[config.mk]
export PLATFORM = sky130hd
export DESIGN_NAME = piramide_seq
export DESIGN_NICKNAME = d
export VERILOG_FILES = /design/src/rtl/piramide_seq_pkg.sv /design/src/rtl/piramide_cfg_table.sv /design/src/rtl/piramide_seq.sv
export SDC_FILE = /design/constraint.sdc
export NUM_CORES = 1
export LEC_CHECK = 0
export CORE_ASPECT_RATIO = 2
export CORE_MARGIN = 3
export CORE_UTILIZATION = 58
export CTS_BUF_LIST = sky130_fd_sc_hd__clkbuf_8
export DETAILED_ROUTE_END_ITERATION = 12
export GPL_TIMING_DRIVEN = 0
export MAX_ROUTING_LAYER = met4
export PLACE_DENSITY = 0.8
export SKIP_LAST_GASP = 1
export SYNTH_ARGS = -nofsm -noshare
export SYNTH_HDL_FRONTEND = slang
export SYNTH_HIERARCHICAL = 1
export SYNTH_SLANG_ARGS = --single-unit
[constraint.sdc]
create_clock -name clk -period 3.2 [get_ports clk]
set_input_delay 0.48 -clock clk [delete_from_list [all_inputs] [get_ports clk]]
set_output_delay 0.48 -clock clk [all_outputs]
set_load 0.005 [all_outputs]
[src/rtl/piramide_seq_pkg.sv]
// -----------------------------------------------------------------------------
// piramide_seq_pkg
//   Shared types and constants for the piramide sequencer.
//   - PYR_W            : width of the piramide max/outputM_ datapath
//   - DEFAULT_TIMEOUT  : default per-segment cycle budget (rise plus fall)
//   - seq_state_t      : sequencer FSM states
// -----------------------------------------------------------------------------
package piramide_seq_pkg;

    localparam int unsigned PYR_W           = 4;
    localparam int unsigned DEFAULT_TIMEOUT = 64;

    typedef enum logic [2:0] {
        IDLE     = 3'd0,
        LOAD     = 3'd1,
        RUN_UP   = 3'd2,
        RUN_DOWN = 3'd3,
        NEXT     = 3'd4,
        DONE     = 3'd5
    } seq_state_t;

endpackage : piramide_seq_pkg

[src/rtl/piramide_cfg_table.sv]
// -----------------------------------------------------------------------------
// piramide_cfg_table
//   DEPTH x PYR_W peak-value register file.
//   Ports:
//     clk      in  : clock, rising edge
//     rst      in  : asynchronous active-low reset, clears every entry to zero
//     we       in  : write strobe
//     waddr    in  : write address
//     wdata    in  : write data (visible on the read port the next cycle)
//     raddr    in  : read address
//     rdata    out : combinational read data for raddr
// -----------------------------------------------------------------------------
module piramide_cfg_table
    import piramide_seq_pkg::*;
#(
    parameter int unsigned DEPTH = 8
) (
    input  logic                     clk,
    input  logic                     rst,
    input  logic                     we,
    input  logic [$clog2(DEPTH)-1:0] waddr,
    input  logic [PYR_W-1:0]         wdata,
    input  logic [$clog2(DEPTH)-1:0] raddr,
    output logic [PYR_W-1:0]         rdata
);

    logic [PYR_W-1:0] mem_q [DEPTH];
    logic [PYR_W-1:0] mem_d [DEPTH];

    // NOTE: every variable assigned in always_comb gets a default first,
    // otherwise the untaken branches infer latches.
    always_comb begin
        mem_d = mem_q;
        if (we) begin
            mem_d[waddr] = wdata;
        end
    end

    // NOTE: this table is tiny and a zero entry means "skip", so it is reset
    // like ordinary flops; large RAM macros would normally be left unreset.
    // NOTE: sequential state uses non-blocking assignments only, so all flops
    // update together from values sampled before the edge.
    always_ff @(posedge clk or negedge rst) begin
        if (!rst) begin
            for (int i = 0; i < int'(DEPTH); i++) begin
                mem_q[i] <= '0;
            end
        end else begin
            mem_q <= mem_d;
        end
    end

    assign rdata = mem_q[raddr];

endmodule : piramide_cfg_table

[src/rtl/piramide_seq.sv]
// -----------------------------------------------------------------------------
// piramide_seq
//   Sequencer for one piramide up/down counter. Walks entries 0..len-1 of a
//   peak table; for each entry it resets the piramide, loads the peak onto
//   pyr_max and waits for one full rise and fall of pyr_out.
//   Ports:
//     clk          in  : clock, rising edge
//     rst          in  : asynchronous active-low reset
//     cfg_we/addr/data  in  : peak table write port (accepted in every state)
//     len          in  : entries to run, sampled with start, clamped to DEPTH
//     start        in  : begin a sequence (ignored while busy)
//     abort        in  : return to IDLE immediately (ignored in IDLE)
//     pyr_rst      out : active-high reset to the piramide
//     pyr_max      out : peak value to the piramide
//     pyr_out      in  : piramide outputM_
//     busy         out : sequence in progress
//     done         out : one-cycle pulse at the end of a sequence
//     seg_idx      out : index of the entry currently running
//     timeout_err  out : sticky segment-timeout flag
//   All outputs are registered.
// -----------------------------------------------------------------------------
module piramide_seq
    import piramide_seq_pkg::*;
#(
    parameter int unsigned DEPTH   = 8,
    parameter int unsigned TIMEOUT = DEFAULT_TIMEOUT
) (
    input  logic                     clk,
    input  logic                     rst,
    input  logic                     cfg_we,
    input  logic [$clog2(DEPTH)-1:0] cfg_addr,
    input  logic [PYR_W-1:0]         cfg_data,
    input  logic [$clog2(DEPTH):0]   len,
    input  logic                     start,
    input  logic                     abort,
    output logic                     pyr_rst,
    output logic [PYR_W-1:0]         pyr_max,
    input  logic [PYR_W-1:0]         pyr_out,
    output logic                     busy,
    output logic                     done,
    output logic [$clog2(DEPTH)-1:0] seg_idx,
    output logic                     timeout_err
);

    localparam int unsigned IDX_W = $clog2(DEPTH);
    localparam int unsigned LEN_W = IDX_W + 1;
    localparam int unsigned TMR_W = $clog2(TIMEOUT);

    localparam logic [LEN_W-1:0] LEN_MAX  = LEN_W'(DEPTH);
    localparam logic [TMR_W-1:0] TMR_LAST = TMR_W'(TIMEOUT - 1);

    seq_state_t         state_q, state_d;
    logic [IDX_W-1:0]   idx_q, idx_d;
    logic [LEN_W-1:0]   len_q, len_d;
    logic [TMR_W-1:0]   timer_q, timer_d;
    logic               pyr_rst_q, pyr_rst_d;
    logic [PYR_W-1:0]   pyr_max_q, pyr_max_d;
    logic               busy_q, busy_d;
    logic               done_q, done_d;
    logic               timeout_err_q, timeout_err_d;

    logic [PYR_W-1:0]   tbl_rdata;
    logic [LEN_W-1:0]   len_clamped;
    logic               last_seg;
    logic               start_empty;

    piramide_cfg_table #(
        .DEPTH (DEPTH)
    ) u_table (
        .clk   (clk),
        .rst   (rst),
        .we    (cfg_we),
        .waddr (cfg_addr),
        .wdata (cfg_data),
        .raddr (idx_q),
        .rdata (tbl_rdata)
    );

    assign len_clamped = (len > LEN_MAX) ? LEN_MAX : len;

    // The entry being finished is the last one when idx+1 reaches the latched
    // length; compared one bit wider so len == DEPTH is reachable.
    assign last_seg = (({1'b0, idx_q} + LEN_W'(1)) == len_q);

    // Next-state and next-output logic.
    always_comb begin
        state_d       = state_q;
        idx_d         = idx_q;
        len_d         = len_q;
        timer_d       = timer_q;
        pyr_max_d     = pyr_max_q;
        timeout_err_d = timeout_err_q;
        start_empty   = 1'b0;

        case (state_q)
            IDLE: begin
                if (start) begin
                    if (len_clamped != '0) begin
                        len_d         = len_clamped;
                        idx_d         = '0;
                        timeout_err_d = 1'b0;
                        state_d       = LOAD;
                    end else begin
                        start_empty = 1'b1;
                    end
                end
            end

            LOAD: begin
                // pyr_max is captured here and held for the whole segment, so
                // a table write to the running entry cannot disturb it.
                pyr_max_d = tbl_rdata;
                timer_d   = '0;
                state_d   = (tbl_rdata == '0) ? NEXT : RUN_UP;
            end

            RUN_UP: begin
                timer_d = timer_q + TMR_W'(1);
                if (pyr_out == pyr_max_q) begin
                    state_d = RUN_DOWN;
                end else if (timer_q == TMR_LAST) begin
                    timeout_err_d = 1'b1;
                    state_d       = DONE;
                end
            end

            RUN_DOWN: begin
                // The timer keeps running from RUN_UP: the budget covers the
                // whole segment, not each half.
                timer_d = timer_q + TMR_W'(1);
                if (pyr_out == '0) begin
                    state_d = NEXT;
                end else if (timer_q == TMR_LAST) begin
                    timeout_err_d = 1'b1;
                    state_d       = DONE;
                end
            end

            NEXT: begin
                idx_d   = idx_q + IDX_W'(1);
                state_d = last_seg ? DONE : LOAD;
            end

            DONE: begin
                state_d = IDLE;
            end

            default: begin
                state_d = IDLE;
            end
        endcase

        // abort outranks every transition above but leaves the error flag and
        // the loaded peak untouched.
        if (abort && (state_q != IDLE)) begin
            state_d       = IDLE;
            pyr_max_d     = pyr_max_q;
            timeout_err_d = timeout_err_q;
        end

        // Outputs are registered, so they are derived from the next state.
        pyr_rst_d = !((state_d == RUN_UP) || (state_d == RUN_DOWN));
        busy_d    = (state_d != IDLE);
        done_d    = (state_d == DONE) || start_empty;
    end

    always_ff @(posedge clk or negedge rst) begin
        if (!rst) begin
            state_q       <= IDLE;
            idx_q         <= '0;
            len_q         <= '0;
            timer_q       <= '0;
            pyr_rst_q     <= 1'b1;
            pyr_max_q     <= '0;
            busy_q        <= 1'b0;
            done_q        <= 1'b0;
            timeout_err_q <= 1'b0;
        end else begin
            state_q       <= state_d;
            idx_q         <= idx_d;
            len_q         <= len_d;
            timer_q       <= timer_d;
            pyr_rst_q     <= pyr_rst_d;
            pyr_max_q     <= pyr_max_d;
            busy_q        <= busy_d;
            done_q        <= done_d;
            timeout_err_q <= timeout_err_d;
        end
    end

    assign pyr_rst     = pyr_rst_q;
    assign pyr_max     = pyr_max_q;
    assign busy        = busy_q;
    assign done        = done_q;
    assign seg_idx     = idx_q;
    assign timeout_err = timeout_err_q;

endmodule : piramide_seq

==> metrics.log <==
[metrics] status: finished, final reports clean
[metrics] number of maximum-capacitance constraint violations: 0
[metrics] final design instance area without fill: 3390 um2
[metrics] detailed-route via count: 1926
[metrics] CP bufs+invs: 1
[metrics] Max-Slew Margin vs Limit: 0.633
[metrics] power density cells: 709 nW/um2
[metrics] overall power of the completed layout: 2.40 mW
[metrics] kind of end point of the critical path: register
[metrics] number of setup buffers added after CTS: 0
[metrics] setup slack after layout: 0.347 ns
[metrics] global-route wire length before repair: 9.91 mm
[metrics] proportion of synthesized flip-flops having asynchronous set or reset: 1.00
[metrics] placed wire-length estimate: 4.73 mm
[metrics] Top Family by Delay on Critical Path: multiplexers
[metrics] Floorplan Core Area: 4690 um2
[metrics] critical path arrival: 3.07 ns
[metrics] count of flip-flops with a built-in enable after synthesis: 0
[metrics] transition time at the pin with the least slew margin: 0.546 ns
[metrics] Final GP Congestion: 0.796
[metrics] TritonCTS clock tree: done
[metrics] via count of the first global-routing pass: 2043
[metrics] largest clock skew in the final design: 0.00803 ns
[metrics] number of warnings printed during yosys synthesis: 6
[metrics] post-synthesis sequential element count: 56
[metrics] DRC violation count after routing: 0
[metrics] net count after synthesis: 242
[metrics] area added between synthesis and finish: 17.8%
[metrics] TritonCTS sink count: 56
[metrics] mean area per synthesized cell: 13.1 um2
[metrics] number of standard cells in the final layout excluding fillers: 313
[metrics] unrepaired setup endpoints after global routing: no
[metrics] die extent in y: 106 um
[metrics] placed inst area: 3260 um2
[metrics] final hold slack: 0.0830 ns
[metrics] maximum number of pins on one net before global-route repair: 41
[metrics] violation count after the first detailed-route iteration: 64
[metrics] count of antenna diodes in the layout: 0
[metrics] final hold viol count: 0
[metrics] post-route minimum period: 2.85 ns
[metrics] Routed WL: 6.04 mm
[metrics] critical path class: reg -> reg
[metrics] DR pass1 iterations: 4
[metrics] CTS Hold Bufs: 0
[metrics] Clk Latency, worst-skew pair: 0.30 ns
[metrics] sequential cell area fraction in the yosys report: 0.487
[metrics] highest achievable clock rate: 350 MHz
[metrics] number of distinct library cells after synthesis: 51
[metrics] cell type with the largest total area after synthesis: sky130_fd_sc_hd__dfrtp_1
[metrics] grt ovf: 0
[metrics] setup tns final: 0 ns
[metrics] Die Footprint: 5890 um2
[metrics] detailed-route vias per instance: 6.15
[metrics] maximum count of clock buffers along a single path: 2
[metrics] layout cell share with drive strength beyond 1: 0.256
[metrics] number of buffers created by CTS: 5
[metrics] Syn Inst Count: 220
[metrics] number of buffers added on ports: 30
[metrics] combined global-route utilization of all metal layers: 0.225
[metrics] type of the worst min-delay path: in -> async
[metrics] max-slew violation count: 0
[metrics] CP Max Fanout: 8
[metrics] top cells by area, synth: sky130_fd_sc_hd__dfrtp_1 48%, sky130_fd_sc_hd__mux2_2 16%, sky130_fd_sc_hd__mux4_1 7.3%
[metrics] fin crit share: 0.892
[metrics] number of I/O pins: 31
[metrics] final setup violating endpoints: 0
[metrics] routed wire length per instance: 19.3 um
[metrics] Critical Path Source Type: register
[metrics] number of gates resized after CTS: 0
[metrics] final core occ: 0.724
[metrics] CTS H-tree depth: 2
[metrics] worst path required time: 3.42 ns
[metrics] number of core rows: 35
[metrics] root buffer cell: sky130_fd_sc_hd__clkbuf_8
[metrics] Placement Setup Slack: 0.399 ns
[metrics] Initial Util: 0.614
[metrics] Pleak: 1.41 nW
[metrics] crit path max-delay cell type: sky130_fd_sc_hd__mux4_1
[metrics] clock-pin slew of the registers on the worst-case setup and hold paths: 0.10 ns
[metrics] commonest register cell after synthesis: sky130_fd_sc_hd__dfrtp_1
[metrics] delay of the slowest critical-path stage: 0.59 ns
[metrics] antenna-violating nets left: 0
[metrics] Worst IR Drop VDD: 0.000467 V
[metrics] synthesized area: 2880 um2
[metrics] cells along the critical path: buf_6, mux4_1, mux2_2, nor4_1, a22oi_1, o211ai_1, a21oi_1, o31ai_2
[metrics] Final #Nets: 280
[metrics] proportion of netlist area held by the largest area contributor: 0.478
[metrics] Worst R2R Setup Slack: 0.35 ns
[metrics] initial antenna violation count: 0
[metrics] cell total after placement: 306
[metrics] DIE WIDTH: 55.8 um
[area by class of cell]
type,count,area (um2)
well taps,55,68.8
fillers,364,1290
inverters,7,26.3
multi-input cells,151,1400
clock buffers,5,68.8
clock inverters,2,60.1
repair buffers,31,315
plain buffers,6,48.8
flip-flops and latches,56,1400
[cell families (layout without fill, tap and decap cells)]
kind of cell,count (synthesis),count (layout),synth area share
muxes,50,50,0.237
adders and majority gates,3,3,0.0126
buffers and inverters,13,51,0.0261
xor gates and xnor gates,9,9,0.0274
AOI/OAI and AO/OA,30,30,0.0739
DFF,56,56,0.487
and+or+nand+nor,59,59,0.136
[report_power, final]
part           internal [mW]  switching (mW)
clock network          0.308           0.218
logic                  0.460           0.396
registers              0.892           0.129
total                   1.66           0.743
[path summary, 6_finish.rpt]
path | startpoint | end | depth (start not counted)
max | seg_idx[0]$_DFFE_PN0P_ | done$_DFF_PN0_ | 8
min | rst | len_q[0]$_DFFE_PN0P_ | 1
max reg2reg | seg_idx[0]$_DFFE_PN0P_ | done$_DFF_PN0_ | 8
min reg2reg | timeout_err$_DFFE_PN0P_ | timeout_err$_DFFE_PN0P_ | 2
max in group asynchronous | rst | pyr_rst$_DFF_PN1_ | 2
min in group clk | timeout_err$_DFFE_PN0P_ | timeout_err$_DFFE_PN0P_ | 2
[cells in the final DEF, fill, tap and decap left out, types with 2 or more instances in the layout]
cell type,n
sky130_fd_sc_hd__a21oi_1,6
sky130_fd_sc_hd__a22o_1,3
sky130_fd_sc_hd__a32o_1,2
sky130_fd_sc_hd__and4bb_2,3
sky130_fd_sc_hd__buf_6,3
sky130_fd_sc_hd__bufinv_16,2
sky130_fd_sc_hd__clkbuf_1,2
sky130_fd_sc_hd__clkbuf_8,5
sky130_fd_sc_hd__clkdlybuf4s50_1,29
sky130_fd_sc_hd__dfrtp_1,55
sky130_fd_sc_hd__ha_1,2
sky130_fd_sc_hd__inv_1,6
sky130_fd_sc_hd__mux2_2,40
sky130_fd_sc_hd__mux2i_1,2
sky130_fd_sc_hd__mux4_1,8
sky130_fd_sc_hd__nand2_1,15
sky130_fd_sc_hd__nand2b_1,2
sky130_fd_sc_hd__nand3_1,8
sky130_fd_sc_hd__nand4b_1,3
sky130_fd_sc_hd__nor2_1,6
sky130_fd_sc_hd__nor3_1,3
sky130_fd_sc_hd__nor4_1,5
sky130_fd_sc_hd__nor4b_4,2
sky130_fd_sc_hd__o21ai_0,7
sky130_fd_sc_hd__xnor2_1,6
sky130_fd_sc_hd__xor2_1,3
[Yosys cell counts (all sizes together), types with 2 or more instances]
| master | count |
|---|---|
| inv | 7 |
| buf | 4 |
| or2 | 2 |
| xnor2 | 6 |
| ha | 2 |
| a22o | 3 |
| nand2b | 2 |
| and4bb | 3 |
| mux4 | 8 |
| mux2 | 40 |
| nor4b | 2 |
| nand4b | 3 |
| dfrtp | 55 |
| clkbuf | 2 |
| nor2 | 7 |
| mux2i | 2 |
| a32o | 2 |
| nand3 | 8 |
| nand2 | 15 |
| nor4 | 6 |
| nor3 | 3 |
| o21ai | 9 |
| a21oi | 6 |
| xor2 | 3 |
[state kept, by name, summed over array words and instances (netlist names), 3 cells and up]
register	flops
u_table/mem_q	32
seg_idx	3
timer_q	6
len_q	4
state_q	3
pyr_max	4
[worst reg2reg max path, cell delays in order (launching register included)]
cell                       delay [ns]
sky130_fd_sc_hd__dfrtp_1         0.50
sky130_fd_sc_hd__buf_6           0.20
sky130_fd_sc_hd__mux4_1          0.59
sky130_fd_sc_hd__mux2_2          0.31
sky130_fd_sc_hd__nor4_1          0.49
sky130_fd_sc_hd__a22oi_1         0.17
sky130_fd_sc_hd__o211ai_1        0.19
sky130_fd_sc_hd__a21oi_1         0.12
sky130_fd_sc_hd__o31ai_2         0.21
[layer usage]
metal	vias to the layer above	global-route usage	part of all wire	wire, um
met5	-	-	0	0
met4	0	0.0609	0.012	75
met3	7	0.0294	0.028	171
met2	44	0.451	0.61	3700
met1	969	0.214	0.35	2090
li1	906	-	-	-
Power figures use the tool's default switching activity.
